[src/rtl/bfsm_if.sv]
// bfsm_if: requester and detector signals of bfsm_arbiter.
interface bfsm_if #(
    parameter int W  = 8,
    parameter int CW = 4
);
    logic [1:0]    req;
    logic [W-1:0]  data0;
    logic [W-1:0]  data1;
    logic [1:0]    gnt;
    logic [1:0]    ack;
    logic [CW-1:0] ycnt;
    logic          busy;
    logic          fsm_rst;
    logic          fsm_x;
    logic          fsm_y;
    modport master (output req, data0, data1, fsm_y, input gnt, ack, ycnt, busy, fsm_rst, fsm_x);
    modport slave  (input req, data0, data1, fsm_y, output gnt, ack, ycnt, busy, fsm_rst, fsm_x);
endinterface

[src/rtl/bfsm_arbiter.sv]
// bfsm_arbiter: round-robin sharing of one serial Mealy detector between two requesters.
module bfsm_arbiter #(
    parameter int W  = 8,
    parameter int CW = 4
) (
    input logic   CLK,
    input logic   RST,
    bfsm_if.slave bus
);
    typedef enum logic [1:0] {IDLE, CLR, SHIFT, DONE} state_t;
    state_t        state, next;
    logic [1:0]    gnt;
    logic [W-1:0]  sr;
    logic [CW-1:0] bc, ycnt;
    logic          last, g1;
    // requester 1 wins when alone, or on a tie when requester 0 was served last
    assign g1 = bus.req[1] & (~bus.req[0] | ~last);
    always_comb begin
        next = state;
        case (state)
            IDLE:    next = |bus.req ? CLR : IDLE;
            CLR:     next = SHIFT;
            SHIFT:   next = bc == CW'(W - 1) ? DONE : SHIFT;
            default: next = IDLE;
        endcase
    end
    always_ff @(posedge CLK or posedge RST) begin
        if (RST) begin
            state <= IDLE;
            gnt   <= 2'b00;
            sr    <= '0;
            bc    <= '0;
            ycnt  <= '0;
            last  <= 1'b1;
        end else begin
            state <= next;
            case (state)
                IDLE: if (|bus.req) begin
                    gnt  <= {g1, ~g1};
                    sr   <= g1 ? bus.data1 : bus.data0;
                    last <= g1;
                end
                CLR: begin
                    ycnt <= '0;
                    bc   <= '0;
                end
                SHIFT: begin
                    ycnt <= ycnt + CW'(bus.fsm_y);
                    sr   <= sr >> 1;
                    bc   <= bc + 1'b1;
                end
                default: gnt <= 2'b00;
            endcase
        end
    end
    assign bus.gnt     = gnt;
    assign bus.ack     = state == DONE ? gnt : 2'b00;
    assign bus.ycnt    = ycnt;
    assign bus.busy    = state != IDLE;
    assign bus.fsm_rst = RST | (state == CLR);
    assign bus.fsm_x   = (state == SHIFT) & sr[0];
endmodule
[src/flat_wrapper.sv]
// flat-port wrapper written by rule: the top's interface ports become plain ports
module bfsm_arbiter_flat 
#(
    parameter int W  = 8,
    parameter int CW = 4
)
  (CLK, RST, bus_req, bus_data0, bus_data1, bus_fsm_y, bus_gnt, bus_ack, bus_ycnt, bus_busy, bus_fsm_rst, bus_fsm_x);
  bfsm_if #(.W(W), .CW(CW)) bus_i ();
  input logic CLK;
  input logic RST;
  input wire logic [$bits(bus_i.req)-1:0] bus_req;
  input wire logic [$bits(bus_i.data0)-1:0] bus_data0;
  input wire logic [$bits(bus_i.data1)-1:0] bus_data1;
  input wire logic [$bits(bus_i.fsm_y)-1:0] bus_fsm_y;
  output wire logic [$bits(bus_i.gnt)-1:0] bus_gnt;
  output wire logic [$bits(bus_i.ack)-1:0] bus_ack;
  output wire logic [$bits(bus_i.ycnt)-1:0] bus_ycnt;
  output wire logic [$bits(bus_i.busy)-1:0] bus_busy;
  output wire logic [$bits(bus_i.fsm_rst)-1:0] bus_fsm_rst;
  output wire logic [$bits(bus_i.fsm_x)-1:0] bus_fsm_x;
  assign bus_i.req = bus_req;
  assign bus_i.data0 = bus_data0;
  assign bus_i.data1 = bus_data1;
  assign bus_i.fsm_y = bus_fsm_y;
  assign bus_gnt = bus_i.gnt;
  assign bus_ack = bus_i.ack;
  assign bus_ycnt = bus_i.ycnt;
  assign bus_busy = bus_i.busy;
  assign bus_fsm_rst = bus_i.fsm_rst;
  assign bus_fsm_x = bus_i.fsm_x;
  bfsm_arbiter #(.W(W), .CW(CW)) u_core (.CLK(CLK), .RST(RST), .bus(bus_i));
endmodule
[config.mk]
export PLATFORM = sky130hd
export DESIGN_NAME = bfsm_arbiter_flat
export DESIGN_NICKNAME = d
export VERILOG_FILES = /design/src/rtl/bfsm_if.sv /design/src/rtl/bfsm_arbiter.sv /design/src/flat_wrapper.sv
export SDC_FILE = /design/constraint.sdc
export NUM_CORES = 1
export LEC_CHECK = 0
export BUFFER_PORTS_ARGS = -buffer_cell sky130_fd_sc_hd__buf_2
export CORE_MARGIN = 2
export CORE_UTILIZATION = 47
export DETAILED_ROUTE_END_ITERATION = 12
export GPL_ROUTABILITY_DRIVEN = 0
export PLACE_DENSITY = 0.87
export SYNTH_ARGS = -nofsm -noshare
export SYNTH_HDL_FRONTEND = slang
export SYNTH_SLANG_ARGS = --single-unit
[constraint.sdc]
create_clock -name CLK -period 1.6 [get_ports CLK]
set_clock_uncertainty 0.05 [all_clocks]
set_input_delay 0.48 -clock CLK [delete_from_list [all_inputs] [get_ports CLK]]
set_output_delay 0.48 -clock CLK [all_outputs]
set_load 0.02 [all_outputs]
==> impl_metrics.yaml, run 1 <==
grt:
  grt_max_degree: 22
  grt_overflow_total: 0
  grtUsageTotal_pct: 19.8
  grt_pass1_wl_mm: 4.87
  grt_pass1_vias: 1103
  antenna_found_initial: 0
routing:
  drtPass1Iterations: 6
  ant_nets: 0
  drc: 0
  vias_per_cell: 5.47
  finalWirelength_mm: 2.85
  wl_per_cell_um: 14.8
  vias: 1050
  first_iter_violations: 41
clock_tree:
  cts_max_level: 1
  clk_path_buf_depth: 2
  ctsHoldBuffers: 0
  clock-root-buffer: "clkbuf_4"
  cts_tree: "done"
  numClockSinks: 21
  worstSkewPairLatency_ns: 0.31
  cts_buffers: 3
  clkTransAtPathRegs_ns: 0.12
yosys:
  synth_seq_cells: 21
  syn_area_sq_um: 1230
  syn-mean-instance-area_sq_um: 10.9
  yosysMostFrequentCell: "dfrtp_1"
  synthTopCellsByCount: "dfrtp_1 (20), inv_1 (11), mux2i_1 (11), ha_1 (7), o21ai_0 (7)"
  yosys.area.top_type: "dfrtp_1"
  synthArstFlopShare_pct: 100
  synth_warnings: 0
  synth_area_leaders: "dfrtp_1 (41%), mux2i_1 (8.9%), ha_1 (7.1%)"
  syn-num-nets: 141
  yosysSeqAreaShare_pct: 42.7
  yosys.area.top_type_share_pct: 40.6
  synth_enable_flop_cells: 0
  ys.flop_type: "dfrtp_1"
  synth_cell_types: 35
  postSynthCellCount: 113
run:
  drv_cap: 0
critical_path:
  path_class: "reg -> out"
  start_kind: "flip-flop"
  crit_fanout: 3
  end_kind: "primary output"
  critPathRequiredTime_ns: 1.07
  arrival_ns: 1.35
sta:
  worstMarginPinSlew_ns: 0.336
  finalSetupViolations: 10
  period_share_pct: 117
  rsz0062_at_grt: "yes"
  maxSlewViolCount: 0
  fmax_mhz: 532
  fin_setup_tns_ns: -1.67
  setup_slack_ns: -0.279
  final_hold_viol_count: 0
  min_period_ns: 1.88
  slew_headroom_pct: 77.6
outcome:
  run_status: "finished, violations left"
  violations: "negative setup slack"
die:
  fp-row-count: 18
  core_area_sq_um: 2480
  die_h_um: 55.2
  initial_core_util_pct: 49.8
  dieWidth_um: 55.2
  pin_count: 32
  dieArea_sq_um: 3050
power:
  p_switching_mw: 1.30
  power_density_nw_per_um2: 1890
  leakagePower_nw: 0.854
  power_frac_comb_pct: 63.0
  swShare_pct: 40.0
  vdd.ir_drop.worst_mv: 1.23
  internal_power_mw: 1.95
  clkPwrFrac_pct: 8.4
  pwr-share-seq_pct: 28.6
placement:
  dpl.hpwl_mm: 2.06
  place_ws_ns: -0.113
  port_buffers: 31
  placed_area_sq_um: 1510
finish:
  nFillCells: 200
  antenna_cells: 0
  area_growth_pct: 39.8
  drive_above_1_share_pct: 48.1
  final_nets: 191
  fin_util_pct: 69.6
  final_area_sq_um: 1720
hold_path:
  hp-class: "in -> async"
## registers in the layout (all words and copies together) (netlist names)
| name | cells |
|---|---|
| u_core.bus.ycnt | 4 |
| u_core.sr | 8 |
| u_core.state | 2 |
| u_core.bc | 4 |
| u_core.last | 1 |
| u_core.bus.gnt | 2 |
## worst paths after layout
path / startpoint / to / slack, ns / cells past startpoint
worst max register to register: u_core.state[1]$_DFF_PP0_ / u_core.sr[0]$_DFFE_PP0P_ / -0.14 / 6
worst max-delay path: u_core.state[0]$_DFF_PP0_ / bus_ack[1] / -0.28 / 4
min in group CLK: bus_data0[7] / u_core.sr[7]$_DFFE_PP0P_ / 0.38 / 3
worst min register to register: u_core.bc[0]$_DFFE_PP0N_ / u_core.bc[0]$_DFFE_PP0N_ / 0.48 / 1
max in group asynchronous: RST / u_core.last$_DFFE_PP1P_ / 1.10 / 3
worst min-delay path: RST / u_core.bc[0]$_DFFE_PP0N_ / 0.13 / 3
## kinds of logic (layout without fill, tap and decap cells)
group | count (synthesis) | count (layout) | synth area share, %
AOI/OAI and AO/OA | 35 | 35 | 20.3
DFF | 21 | 21 | 42.7
and+or+nand+nor | 19 | 19 | 9.84
muxes | 16 | 16 | 14.1
buffers and inverters | 15 | 64 | 5.98
adders and majority gates | 7 | 7 | 7.10
## cell usage in the layout, fill, tap and decap left out, drive strengths merged
master,netlist,final
a222oi,5,5
dfrtp,20,20
nor2b,2,2
o22ai,1,1
or3b,1,1
a22o,1,1
inv,11,11
a21o,2,2
o2bb2ai,4,4
a31oi,1,1
or2,1,1
a32o,2,2
o21a,1,1
buf,4,49
mux2,5,5
nand3,4,4
nor2,1,1
mux2i,11,11
clkbuf,0,4
o21ai,13,13
a21boi,1,1
o211ai,2,2
nand4,1,1
nand2b,2,2
and2,3,3
ha,7,7
dfstp,1,1
a21oi,2,2
nand2,1,1
nor3b,3,3
## stage by stage
step / hold slack [ns] / power [mW] / instances
after floorplan: 0.406 / 1.93 / 113
after global placement: 0.445 / 2.43 / 184
after detailed placement: 0.460 / 2.52 / 184
after CTS: 0.135 / 3.00 / 191
after global routing: 0.152 / 3.50 / 192
final: 0.129 / 3.25 / 192
## cell type report
type	instances	area, sq um	area share, %
Timing Repair Buffer	49	349	20.2
Multi-Input combinational cell	77	734	42.6
Sequential cell	21	528	30.6
Inverter	11	48.8	2.83
Tap cell	30	37.5	2.18
Clock buffer	4	26.3	1.52
## critical path, stage by stage (launching register included)
cell	delay, ns
dfrtp_2	0.47
buf_6	0.14
ha_4	0.15
and2_4	0.15
buf_6	0.12
## routing by layer
layer	routed length [um]	track usage, %	vias to the layer above
met4	50	8.36	0
met3	142	3.04	4
met1	1190	23.2	491
met5	0	0	-
li1	-	-	518
met2	1470	35.7	37
## power groups by stage
stage	logic [mW]	registers [mW]	clock network (mW)
2_1_floorplan	1.02	0.914	0
3_3_place_gp	1.54	0.894	0
3_5_place_dp	1.60	0.918	0
4_1_cts	1.82	0.905	0.274
5_1_grt	2.24	0.955	0.307
6_report	2.05	0.931	0.272
## timing repair
action                     CTS  global route
setup endpoints to repair   13            17
cloned                       0             0
gates resized for setup     21            24
pin swaps                    1            10
buffers inserted             3             2
Note: power is estimated with default switching activity, not from simulation.
==> run 2, diff against run 1 <==
CORE_UTILIZATION = 52   (was 47)
PLACE_DENSITY = 0.91   (was 0.87)
clock period = 1.9 ns   (was 1.6 ns; I/O delays follow)
==> run 2 against run 1 <==
Against the previous run:
- the run still ends with negative setup slack left
- via count up 3.8%
- sequential share of layout area up 2.1 points
- combinational power is 26% lower
- worst hold slack better by 0.11 ns
- wire length up 4.2%
- critical path depth unchanged
- clock-buffer cell count did not move
- clock power fell by 21%
- setup slack better by 0.25 ns
- flip-flop and latch count unchanged
- total power fell by 23%
- register-to-register slack improved by 0.22 ns
- critical path type unchanged
- largest power group unchanged
==> impl_metrics.yaml, run 2 (same netlist as run 1, synthesis figures left out) <==
outcome:
  run_status: "finished, violations left"
  violations: "negative setup slack"
critical_path:
  crit_fanout: 3
  crit_path_cell_trace: "buf_6, ha_4, and2_4, buf_6"
  path_class: "reg -> out"
  arrival_ns: 1.31
  critical_path_depth: 4
  end_kind: "primary output"
  start_kind: "flip-flop"
  crit_family: "flip-flops"
  worstRegToRegCells: 7
  r2r_slack_ns: 0.08
  max_stage_delay_ns: 0.44
  critPathRequiredTime_ns: 1.28
  slowest_stage: "dfrtp_1"
  critPathBufInv: 2
  crit_top_cell: "buf_6"
finish:
  final_cell_mix: "buf_2 (26), dfrtp_1 (20), buf_4 (12)"
  layout_commonest_cell: "buf_2"
  nFillCells: 173
  largest_reg_flops: 8
  top_register: "u_core.sr"
  area_growth_pct: 30.5
  antenna_cells: 0
  final_nets: 187
  reg_top3: "u_core.sr (8), u_core.bc (4), u_core.bus.ycnt (4)"
  fin_util_pct: 72.1
  drive_above_1_share_pct: 41.8
die:
  dieArea_sq_um: 2780
  dieWidth_um: 52.7
  initial_core_util_pct: 55.2
  core_area_sq_um: 2230
  die_h_um: 52.7
  pin_count: 32
  fp-row-count: 17
grt:
  grt_max_degree: 22
  grt_pass1_wl_mm: 4.77
  grtUsageTotal_pct: 23.9
  grt_pass1_vias: 1065
  grt_overflow_total: 0
  antenna_found_initial: 0
sta:
  finalHoldWorstSlack_ns: 0.237
  rsz0062_at_grt: "yes"
  maxSlewViolCount: 0
  finalSetupViolations: 4
  setup_slack_ns: -0.0291
  final_hold_viol_count: 0
  fmax_mhz: 518
  min_period_ns: 1.93
  fin_setup_tns_ns: -0.0695
  slew_headroom_pct: 68.1
  worstMarginPinSlew_ns: 0.476
  period_share_pct: 102
hold_path:
  hp-class: "in -> async"
clock_tree:
  clkTransAtPathRegs_ns: 0.12
  cts_max_level: 1
  clk_path_buf_depth: 2
  clock-root-buffer: "clkbuf_4"
  cts_tree: "done"
  ctsHoldBuffers: 0
  cts_buffers: 3
  numClockSinks: 21
  worstSkewPairLatency_ns: 0.30
power:
  power_density_nw_per_um2: 1550
  vdd.ir_drop.worst_mv: 0.914
  leakagePower_nw: 0.803
routing:
  vias: 1090
  wl_per_cell_um: 16.0
  drtPass1Iterations: 4
  ant_nets: 0
  vias_per_cell: 5.86
  first_iter_violations: 34
  drc: 0
  finalWirelength_mm: 2.97
placement:
  dpl.hpwl_mm: 2.00
  port_buffers: 31
run:
  drv_cap: 0
[run 2: cell types whose count changed in the layout (fill, tap and decap cells not counted), moves of 2 or more]
cell,previous run,this run
o21ai_1,8,6
mux2_2,0,2
inv_2,1,3
buf_6,9,7
inv_4,3,0
mux2_4,5,2
o21ai_0,5,7
[run 2: area by class of cell]
cell class	instances	area, sq um	share of cell area (%)
Clock buffer	4	26.3	1.63
Multi-Input combinational cell	77	682	42.3
Timing Repair Buffer	45	299	18.6
Sequential cell	21	527	32.7
Inverter	11	41.3	2.56
Tap cell	28	35.0	2.18
[run 2: power by group]
group          internal, mW  total, mW  switching (mW)
combinational         0.759       1.51           0.751
clock                0.0817      0.215           0.133
sequential            0.620      0.770           0.149
total                  1.46       2.49            1.03
[run 2: worst register-to-register path, cell delays in order (launching register included)]
cell      delay [ns]
dfrtp_1         0.42
buf_6           0.14
ha_4            0.16
buf_4           0.16
buf_4           0.15
mux2_4          0.28
a222oi_1        0.22
o21ai_1         0.12
[run 2: what timing repair did]
action                                  CTS  global route
hold endpoints to repair                  0             0
pin swaps                                 3             3
buffers inserted                          4             4
gates resized for setup                  24             2
endpoints found under the setup margin    3             6
[run 2: per-layer routing]
metal,part of all wire (%),track usage [%],up-vias
met5,0,0,-
met4,2.4,12.0,0
met3,3.7,2.57,8
met2,53,44.4,35
met1,41,26.6,535
li1,-,-,512
[run 2: path summary, 6_finish.rpt]
check	to	from
worst max-delay path	bus_ack[0]	u_core.state[0]$_DFF_PP0_
worst min-delay path	u_core.bus.ycnt[2]$_DFFE_PP0N_	RST
worst max register to register	u_core.sr[1]$_DFFE_PP0P_	u_core.state[1]$_DFF_PP0_
worst min register to register	u_core.bc[0]$_DFFE_PP0N_	u_core.bc[0]$_DFFE_PP0N_
max in group asynchronous	u_core.last$_DFFE_PP1P_	RST
min in group CLK	u_core.bc[0]$_DFFE_PP0N_	u_core.bc[0]$_DFFE_PP0N_
[run 2: through the flow]
stage                     setup WS [ns]  std cells  instance area [sq um]  power, mW
final                           -0.0291        186                   1610       2.49
after global routing            -0.0631        186                   1610       2.67
after CTS                       -0.0109        182                   1580       2.36
after detailed placement         0.0289        174                   1440       1.96
after global placement            0.140        174                   1440       1.89
after floorplan                   0.259        113                   1230       1.62
==> run 3, diff against run 2 <==
SETUP_SLACK_MARGIN = 0.1   (was unset)
==> run 3 against run 2 <==
Against the previous run:
- wire length down 2.4%
- clock-buffer cell count unchanged
- critical path depth stayed put
- combinational power up 3%
- register-to-register slack better by 0.05 ns
- the flow still finishes with violations (negative setup slack)
==> impl_metrics.yaml, run 3 (same netlist as run 1, synthesis figures left out) <==
die:
  die_h_um: 52.7
  dieArea_sq_um: 2780
  dieWidth_um: 52.7
  pin_count: 32
  fp-row-count: 17
  core_area_sq_um: 2230
  initial_core_util_pct: 55.2
critical_path:
  crit_top_cell: "buf_6"
  arrival_ns: 1.30
  path_class: "reg -> out"
  crit_fanout: 3
  worstRegToRegCells: 7
  critPathRequiredTime_ns: 1.28
  r2r_slack_ns: 0.13
  r2r-end: "u_core.sr[1]$_DFFE_PP0P_"
  r2r-start: "u_core.state[1]$_DFF_PP0_"
  end_kind: "primary output"
  max_stage_delay_ns: 0.44
  crit_path_cell_trace: "buf_6, ha_4, and2_4, buf_6"
  slowest_stage: "dfrtp_1"
  start_kind: "flip-flop"
finish:
  top_register: "u_core.sr"
  area_growth_pct: 32.9
  reg_top3: "u_core.sr (8), u_core.bc (4), u_core.bus.ycnt (4)"
  regArea_sq_um: 527
  nFillCells: 160
  multi_input_area_sq_um: 703
  drive_above_1_share_pct: 42.7
  final_nets: 186
  layout_commonest_cell: "buf_2"
  antenna_cells: 0
  final_cell_mix: "buf_2 (26), dfrtp_1 (20), mux2i_1 (11)"
  largest_reg_flops: 8
  final_area_sq_um: 1640
sta:
  final_hold_viol_count: 0
  worstMarginPinSlew_ns: 0.327
  finalHoldWorstSlack_ns: 0.239
  fin_setup_tns_ns: -0.0616
  min_period_ns: 1.92
  slew_headroom_pct: 78.2
  fmax_mhz: 521
  period_share_pct: 101
  finalSetupViolations: 4
  setup_slack_ns: -0.0193
  rsz0062_at_grt: "yes"
  maxSlewViolCount: 0
outcome:
  run_status: "finished, violations left"
  violations: "negative setup slack"
clock_tree:
  cts_max_level: 1
  cts_buffers: 3
  ctsHoldBuffers: 0
  clock-root-buffer: "clkbuf_4"
  numClockSinks: 21
  worstSkewPairLatency_ns: 0.30
  clkTransAtPathRegs_ns: 0.12
  clk_path_buf_depth: 2
  cts_tree: "done"
routing:
  vias: 1059
  vias_per_cell: 5.72
  finalWirelength_mm: 2.90
  drc: 0
  top_layer: "met4"
  ant_nets: 0
  first_iter_violations: 50
  wl_met1_mm: 1.17
  wl_met2_mm: 1.53
  wl_met3_um: 131
  wl_per_cell_um: 15.7
  drtPass1Iterations: 4
run:
  drv_cap: 0
grt:
  antenna_found_initial: 0
  grt_max_degree: 22
  grt_pass1_wl_mm: 4.77
  grt_overflow_total: 0
  grtUsageTotal_pct: 23.8
  grt_pass1_vias: 1104
power:
  vdd.ir_drop.worst_mv: 0.955
  leakagePower_nw: 0.815
  power_mw: 2.55
  power_density_nw_per_um2: 1560
placement:
  place_ws_ns: 0.0289
  port_buffers: 31
  placed_area_sq_um: 1440
  dpl.hpwl_mm: 2.00
hold_path:
  hp-class: "in -> async"
run 3: through the flow:
step | cells | util, %
6_report | 185 | 73.4
5_1_grt | 185 | 73.4
4_1_cts | 185 | 72.1
3_5_place_dp | 174 | 64.3
3_3_place_gp | 174 | 64.3
2_1_floorplan | 113 | -
run 3: worst max path at each step:
stage,startpoint,depth (start not counted),end
floorplan,u_core.state[0]$_DFF_PP0_,4,bus_fsm_x
global placement,u_core.state[0]$_DFF_PP0_,6,u_core.sr[2]$_DFFE_PP0P_
detailed placement,u_core.state[0]$_DFF_PP0_,6,u_core.sr[1]$_DFFE_PP0P_
CTS,u_core.state[0]$_DFF_PP0_,4,bus_ack[0]
global route,u_core.state[0]$_DFF_PP0_,4,bus_ack[0]
finish,u_core.state[0]$_DFF_PP0_,4,bus_ack[0]
run 3: cell type report:
type	instances	share of cell area, %
Clock buffer	4	1.60
Inverter	11	2.52
Timing Repair Buffer	44	18.7
Tap cell	28	2.14
Multi-Input combinational cell	77	42.9
Sequential cell	21	32.1
run 3: routing by layer:
metal | vias up | GRT usage [%]
met2 | 43 | 44.2
met4 | 0 | 11.1
met1 | 499 | 25.8
met5 | - | 0
li1 | 507 | -
met3 | 10 | 4.00
run 3: report_power, final:
part	total [mW]	switching, mW	internal [mW]
clock network	0.216	0.134	0.0817
logic	1.56	0.753	0.811
registers	0.771	0.151	0.620
total	2.55	1.04	1.51
run 3: worst max-delay path: cells and delay by family (launching register included):
family                     cells  cell delay, ns
adders and majority gates      1            0.15
DFF                            1            0.44
buffers and inverters          2            0.26
and+or+nand+nor                1            0.15
run 3: repair_timing:
| item | in CTS | in global routing |
|---|---|---|
| setup endpoints to repair | 8 | 12 |
| setup buffers | 7 | 0 |
| cloned | 0 | 0 |
| resized for setup | 28 | 6 |
| pin swaps | 6 | 5 |
